File: config.mk
export PLATFORM = sky130hd
export DESIGN_NAME = shift_sequencer
export DESIGN_NICKNAME = d
export VERILOG_FILES = /design/src/rtl/shift_seq_pkg.sv /design/src/rtl/shift_seq_step.sv /design/src/rtl/shift_sequencer.sv
export SDC_FILE = /design/constraint.sdc
export NUM_CORES = 1
export LEC_CHECK = 0
export ABC_CLOCK_PERIOD_IN_PS = 3700
export CAP_MARGIN = 10
export CORE_MARGIN = 2
export CORE_UTILIZATION = 32
export CTS_CLUSTER_SIZE = 12
export DETAILED_ROUTE_END_ITERATION = 10
export PLACE_DENSITY_LB_ADDON = 0.12
export SETUP_SLACK_MARGIN = 0.3
export SYNTH_ARGS = -nofsm -noshare
export SYNTH_HDL_FRONTEND = slang
export SYNTH_SLANG_ARGS = --single-unit
File: constraint.sdc
create_clock -name clk -period 3.7 [get_ports clk]
set_clock_uncertainty 0.05 [all_clocks]
set_input_delay 0.37 -clock clk [delete_from_list [all_inputs] [get_ports clk]]
set_output_delay 0.37 -clock clk [all_outputs]
set_load 0.01 [all_outputs]
File: src/rtl/shift_seq_pkg.sv
// Shared types and constants for the shift sequencer.
package shift_seq_pkg;

  typedef enum logic [1:0] {
    IDLE,
    SHIFT,
    DONE
  } state_t;

  localparam logic MODE_ARITH = 1'b0;
  localparam logic MODE_LOGIC = 1'b1;

endpackage

File: src/rtl/shift_seq_step.sv
// Combinational single-bit right shift: sign fill (arithmetic) or zero fill (logical).
module shift_seq_step
  import shift_seq_pkg::*;
#(
  parameter int WIDTH = 16
) (
  input  logic [WIDTH-1:0] data_in,
  input  logic             mode,
  output logic [WIDTH-1:0] data_out,
  output logic             shifted_out
);

  logic fill;

  assign fill        = (mode == MODE_LOGIC) ? 1'b0 : data_in[WIDTH-1];
  assign data_out    = {fill, data_in[WIDTH-1:1]};
  assign shifted_out = data_in[0];

endmodule

File: src/rtl/shift_sequencer.sv
// Multi-cycle right shifter: one bit per cycle with a valid/ready handshake on both sides.
// Defining SHIFT_SEQ_STICKY_EN adds a sticky output (OR of all bits shifted out).
module shift_sequencer
  import shift_seq_pkg::*;
#(
  parameter int WIDTH = 16,
  localparam int AW   = $clog2(WIDTH)
) (
  input  logic             clk,
  input  logic             rst_n,
  input  logic             start_valid,
  output logic             start_ready,
  input  logic [WIDTH-1:0] data_in,
  input  logic [AW-1:0]    amount,
  input  logic             mode,
  output logic             result_valid,
  input  logic             result_ready,
  output logic [WIDTH-1:0] result,
  output logic             busy
`ifdef SHIFT_SEQ_STICKY_EN
  ,
  output logic             sticky
`endif
);

  state_t           state_q, state_d;
  logic [WIDTH-1:0] work_q;
  logic [WIDTH-1:0] step_out;
  logic             step_lost;
  logic             mode_q;
  logic [AW-1:0]    count_q;
  logic             accept;

  assign start_ready  = (state_q == IDLE);
  assign accept       = start_valid & start_ready;
  assign result_valid = (state_q == DONE);
  assign busy         = (state_q != IDLE);
  assign result       = work_q;

  shift_seq_step #(
    .WIDTH(WIDTH)
  ) u_step (
    .data_in    (work_q),
    .mode       (mode_q),
    .data_out   (step_out),
    .shifted_out(step_lost)
  );

  // NOTE: sequential state uses non-blocking assignments so every register
  // samples pre-edge values regardless of block ordering.
  always_ff @(posedge clk or negedge rst_n) begin
    if (!rst_n) state_q <= IDLE;
    else        state_q <= state_d;
  end

  // NOTE: the default at the top keeps this block free of inferred latches.
  always_comb begin
    state_d = state_q;
    case (state_q)
      IDLE:    if (accept) state_d = (amount == '0) ? DONE : SHIFT;
      SHIFT:   if (count_q == AW'(1)) state_d = DONE;
      DONE:    if (result_ready) state_d = IDLE;
      default: state_d = IDLE;
    endcase
  end

  // NOTE: datapath registers are reset too, so the result reads zero after reset.
  always_ff @(posedge clk or negedge rst_n) begin
    if (!rst_n) begin
      work_q  <= '0;
      mode_q  <= MODE_ARITH;
      count_q <= '0;
    end else if (accept) begin
      work_q  <= data_in;
      mode_q  <= mode;
      count_q <= amount;
    end else if (state_q == SHIFT) begin
      work_q  <= step_out;
      count_q <= count_q - AW'(1);
    end
  end

`ifdef SHIFT_SEQ_STICKY_EN
  logic sticky_q;

  always_ff @(posedge clk or negedge rst_n) begin
    if (!rst_n)                 sticky_q <= 1'b0;
    else if (accept)            sticky_q <= 1'b0;
    else if (state_q == SHIFT)  sticky_q <= sticky_q | step_lost;
  end

  assign sticky = sticky_q;
`else
  logic unused_lost;
  assign unused_lost = step_lost;
`endif

endmodule

==> results of run 1 <==
-- routing by layer --
metal | global-route usage | up-vias
li1 | - | 466
met1 | 0.1927 | 462
met2 | 0.2191 | 28
met3 | 0.05045 | 2
met4 | 0.01667 | 0
met5 | 0 | -
-- synthesized netlist by cell type --
| cell type | number | area (sq um) |
|---|---|---|
| a21o_1 | 1 | 7.510 |
| a221o_1 | 3 | 30.03 |
| a22oi_1 | 16 | 120.1 |
| buf_2 | 5 | 25.02 |
| buf_4 | 1 | 7.510 |
| buf_6 | 1 | 11.26 |
| dfrtp_1 | 23 | 575.6 |
| ha_1 | 2 | 25.02 |
| inv_1 | 5 | 18.77 |
| mux2_2 | 1 | 11.26 |
| nand2_1 | 33 | 123.9 |
| nand2b_1 | 3 | 18.77 |
| nand3b_1 | 1 | 7.510 |
| nor2_1 | 4 | 15.01 |
| nor2b_1 | 2 | 12.51 |
| nor3_1 | 1 | 5.000 |
| nor3b_1 | 1 | 7.510 |
| nor3b_4 | 1 | 18.77 |
| nor4_1 | 1 | 6.260 |
| o21ai_0 | 3 | 15.01 |
| o21bai_2 | 1 | 11.26 |
| o22a_1 | 1 | 8.760 |
| or3_1 | 1 | 6.260 |
| xor2_1 | 1 | 8.760 |
-- worst max path at each step --
stage	startpoint	end	cells past startpoint
final	state_q[0]	count_q[3]	3
after floorplan	count_q[2]	count_q[3]	3
after CTS	state_q[0]	count_q[3]	3
after global routing	state_q[0]	result[8]	3
after detailed placement	start_valid	result[8]	5
after global placement	start_valid	result[8]	5
-- final cells by class --
type | instances | area [sq um] | area share
Sequential cell | 23 | 575.6 | 0.3654
Multi-Input combinational cell | 77 | 459.2 | 0.2915
Timing Repair Buffer | 44 | 437.9 | 0.2780
Tap cell | 46 | 57.56 | 0.03654
Clock buffer | 4 | 26.28 | 0.01668
Inverter | 5 | 18.77 | 0.01191
-- through the flow --
step           utilization  hold slack [ns]  std cells
2_1_floorplan            -          0.02441        112
3_3_place_gp        0.4679           0.4163        195
3_5_place_dp        0.4679           0.4191        195
4_1_cts             0.4758           0.4601        199
5_1_grt             0.4758           0.4900        199
6_report            0.4758           0.4515        199
-- worst reg2reg max path: cells and delay by family, from the launching register on --
| family | cells | cell delay (ns) |
|---|---|---|
| AOI/OAI and AO/OA | 2 | 0.34 |
| DFF | 1 | 0.55 |
| and+or+nand+nor | 1 | 1.02 |
-- state kept, by name, summed over array words and instances, names as in the netlist --
| register | count |
|---|---|
| state_q | 2 |
| result | 16 |
| count_q | 4 |
| mode_q | 1 |
-- power breakdown --
part	internal (W)	total [W]	switching, W	leakage (nW)
Sequential	0.000369	0.000482	0.000113	0.288
Combinational	0.000338	0.000649	0.000311	0.409
Clock	0.0000421	0.000115	0.0000730	0.0150
Total	0.000749	0.00125	0.000497	0.712
-- kinds of logic after synthesis --
| family | Yosys count | share of synthesized area |
|---|---|---|
| XOR/XNOR | 1 | 0.007983 |
| adder cells (fa/ha/maj) | 2 | 0.02280 |
| AO/OA/AOI/OAI | 25 | 0.1756 |
| buffers and inverters | 12 | 0.05701 |
| flip-flops | 23 | 0.5245 |
| multiplexers | 1 | 0.01026 |
| AND/OR/NAND/NOR | 48 | 0.2018 |
==> run summary, run 1 <==
IO Count -> 44
Initial Util -> 0.3314
final setup margin -> 1.697 ns
max incr delay on CP -> 1.02 ns
crit share post-route -> 0.5414
Worst-Skew Late Latency -> 0.31 ns
final setup vio count -> 0
Synth Warn # -> 0
Die Area -> 3914 sq um
Yosys reg bits -> 23
WP data required -> 3.91 ns
clock sinks -> 23
CTS Buf Count -> 3
metal3 WL -> 168 um
total chip power -> 0.001246 W
Worst Hold Path EP -> result[0]
type of origin of the critical path -> flop
# diodes -> 0
outcome -> finished, final reports clean
syn nets -> 139
maximum clock frequency -> 499.2 MHz
worst-path maximum fanout -> 17
Final Hold Viols -> 0
Mean Syn Cell Area -> 9.797 sq um
pwr/cell area -> 790.9 nW/um^2
global-route wire length before repair -> 4457 um
final slew viol count -> 0
Netlist cell types -> 24
Routed met1 length -> 1253 um
final wirelength -> 2679 um
CTS Buffer Depth -> 2
hpwl dp -> 1864 um
Met2 Wirelength -> 1244 um
reg-to-reg endpoint -> count_q[3]
CTS root buf -> clkbuf_4
HP Class -> reg -> reg
most common cell after layout, fill and taps aside -> clkdlybuf4s50_1
MaxCap Viol Count -> 0
data arrival time of the worst path -> 2.21 ns
Worst R2R Path Depth -> 3
Area Overhead vs Synth -> 43.56%
crit path kind -> reg -> reg
Vias/cell -> 4.814
WP buf/inv -> 0
port bufs -> 43
Rel. slew slack -> 0.1664
Placer Congestion -> 0.7352
vias in the first global route -> 894
commonest non-fill, non-tap cells in the layout -> clkdlybuf4s50_1, nand2_1, dfrtp_1, a22oi_1, inv_1
GR Util All Layers -> 0.1402
H-tree depth -> 1
Via Count -> 958
RSZ-0062 raised after global routing -> false
Rows -> 21
# nets final -> 181
drt pass-1 iters -> 4
Clk pin slew, worst setup/hold paths -> 0.13 ns
Die W -> 62.56 um
Slew @ Worst Pin -> 1.248 ns
worst slack, placed -> 1.598 ns
share of cells above drive strength 1 -> 0.04575
hold path depth -> 2
Cell Chain, Critical Path -> nor2b_1 > a21o_1 > a221o_1
antenna viol nets, final -> 0
synthesized area -> 1097 sq um
final routed DRC violation total -> 0
worst r2r src -> state_q[0]
CTS resizes -> 0
initial drt markers -> 49
CP top delay family -> simple AND/OR/NAND/NOR gates
fillers -> 356
area of the core -> 3311 sq um
HP Start -> result[0]
initial antenna violation count -> 0
Crit. End Element -> flop
remaining global-route overflow -> 0
CP max-delay cell -> nor2b_1
wire per inst -> 13.46 um
Synth Instances -> 112
Setup Fix Bufs, Post-CTS -> 0
Hold-fix buffers, CTS -> 0
Final Critical Period -> 2.003 ns
Lkg Pwr -> 0.7120 nW
CTS tree -> done
DR top layer -> met4
Die Y -> 62.56 um
Design Area, Final -> 1575 sq um
reg-to-reg setup timing slack -> 1.70 ns
area of placed instances -> 1549 sq um
Peak VDD IR -> 0.3640 mV
largest net degree at the start of global routing -> 24
final setup TNS -> 0 ns
Seq/Total Area, Yosys -> 0.5245
Note: power is estimated with default switching activity, not from simulation.
==> run 2: changes to the inputs <==
ABC_CLOCK_PERIOD_IN_PS = 2100   (was 3700)
clock period = 2.1 ns   (was 3.7 ns; I/O delays follow)
==> run summary, run 2 (synthesis gave the netlist of run 1 again) <==
reg-to-reg setup timing slack -> 0.55 ns
Clk pin slew, worst setup/hold paths -> 0.12 ns
Int Pwr -> 0.001331 W
final routed DRC violation total -> 0
GR Layer Usage met2 -> 0.2070
maximum clock frequency -> 645.0 MHz
worst r2r src -> state_q[1]
WP data required -> 2.26 ns
max incr delay on CP -> 0.48 ns
commonest non-fill, non-tap cells in the layout -> clkdlybuf4s50_1, nand2_1, dfrtp_1, a22oi_1, inv_1
CTS tree -> done
Rel. slew slack -> 0.4939
max reg flops -> 16
Logic pwr share -> 0.534
largest net degree at the start of global routing -> 24
Lkg Pwr -> 0.7404 nW
antenna viol nets, final -> 0
pwr/cell area -> 1370 nW/um^2
CTS Buf Count -> 3
IO Count -> 44
CP max-delay cell -> dfrtp_2
sw power -> 0.0008628 W
initial antenna violation count -> 0
Vias/cell -> 4.668
GR peak layer -> met2
remaining global-route overflow -> 0
H-tree depth -> 1
most common cell after layout, fill and taps aside -> clkdlybuf4s50_1
vias in the first global route -> 954
reg-to-reg endpoint -> count_q[3]
final wirelength -> 2567 um
crit path kind -> reg -> reg
CTS root buf -> clkbuf_4
# nets final -> 184
clock sinks -> 23
data arrival time of the worst path -> 1.71 ns
RSZ-0062 raised after global routing -> false
GRT met3 Usage -> 0.04865
drt pass-1 iters -> 4
MaxCap Viol Count -> 0
sequential share of power -> 0.375
HP Class -> in -> async
switching share of power -> 0.3933
worst-path maximum fanout -> 18
CP startpoint -> state_q[1]
Initial Util -> 0.3314
port bufs -> 43
Crit. End Element -> flop
final setup margin -> 0.5497 ns
hold slack final -> 0.1930 ns
Die Y -> 62.56 um
Final Hold Viols -> 0
Rows -> 21
crit path capture -> count_q[3]
type of origin of the critical path -> flop
crit share post-route -> 0.7382
GR Util All Layers -> 0.1394
fillers -> 350
Placer Congestion -> 0.7294
total chip power -> 0.002194 W
Clk pwr share -> 0.091
Peak VDD IR -> 0.4829 mV
met1 Use GR -> 0.1982
final setup TNS -> 0 ns
critical path depth in cells -> 3
WP buf/inv -> 0
Die Area -> 3914 sq um
Die W -> 62.56 um
global-route wire length before repair -> 4478 um
initial drt markers -> 50
worst slack, placed -> 0.2765 ns
Worst R2R Path Depth -> 3
Hold-fix buffers, CTS -> 0
outcome -> finished, final reports clean
CP top delay family -> compound AO/OA/AOI/OAI gates
Slew @ Worst Pin -> 0.7586 ns
# diodes -> 0
area of the core -> 3311 sq um
final setup vio count -> 0
Via Count -> 943
wire per inst -> 12.71 um
hpwl dp -> 1860 um
CTS Buffer Depth -> 2
Final Critical Period -> 1.550 ns
Cell Chain, Critical Path -> o21bai_2 > a21o_1 > a221o_1
Worst-Skew Late Latency -> 0.30 ns
share of cells above drive strength 1 -> 0.07692
final slew viol count -> 0
Area Overhead vs Synth -> 45.95%
## run 2: worst min-delay path by stage
stage          startpoint    endpoint  depth (start not counted)
2_1_floorplan       rst_n  count_q[0]                          0
3_3_place_gp    result[0]   result[0]                          2
3_5_place_dp    result[0]   result[0]                          2
4_1_cts             rst_n  count_q[2]                          2
5_1_grt             rst_n  count_q[2]                          2
6_report            rst_n  count_q[2]                          2
## run 2: routing by layer
metal	share of wire	up-vias
met3	0.065	4
li1	-	470
met1	0.48	438
met2	0.44	31
met4	0.012	0
met5	0	-
## run 2: layout make-up
class                   instances  area [sq um]  area share
well taps                      46         57.56     0.03594
inverters                       5         18.77     0.01172
multi-input cells              77         461.7      0.2883
repair buffers                 47         460.4      0.2875
flip-flops and latches         23         576.8      0.3602
clock buffers                   4         26.28     0.01641
## run 2: timing repair
action | 4_1_cts | 5_1_grt
pin swaps | 0 | 0
cloned | 0 | 0
resized for setup | 3 | 2
setup endpoints to repair | 6 | 18
buffers inserted | 0 | 0
## run 2: power by group through the flow
stage | sequential [W] | clock (W) | combinational (W)
floorplan | 0.000855 | 0 | 0.000658
global placement | 0.000826 | 0 | 0.00118
detailed placement | 0.000824 | 0 | 0.00120
CTS | 0.000824 | 0.000210 | 0.00118
global route | 0.000859 | 0.000228 | 0.00131
finish | 0.000823 | 0.000200 | 0.00117
## run 2: metrics by stage
stage          area [sq um]    util  instances
2_1_floorplan          1097       -        112
3_3_place_gp           1572  0.4747        198
3_5_place_dp           1572  0.4747        198
4_1_cts                1597  0.4822        202
5_1_grt                1602  0.4837        202
6_report               1602  0.4837        202
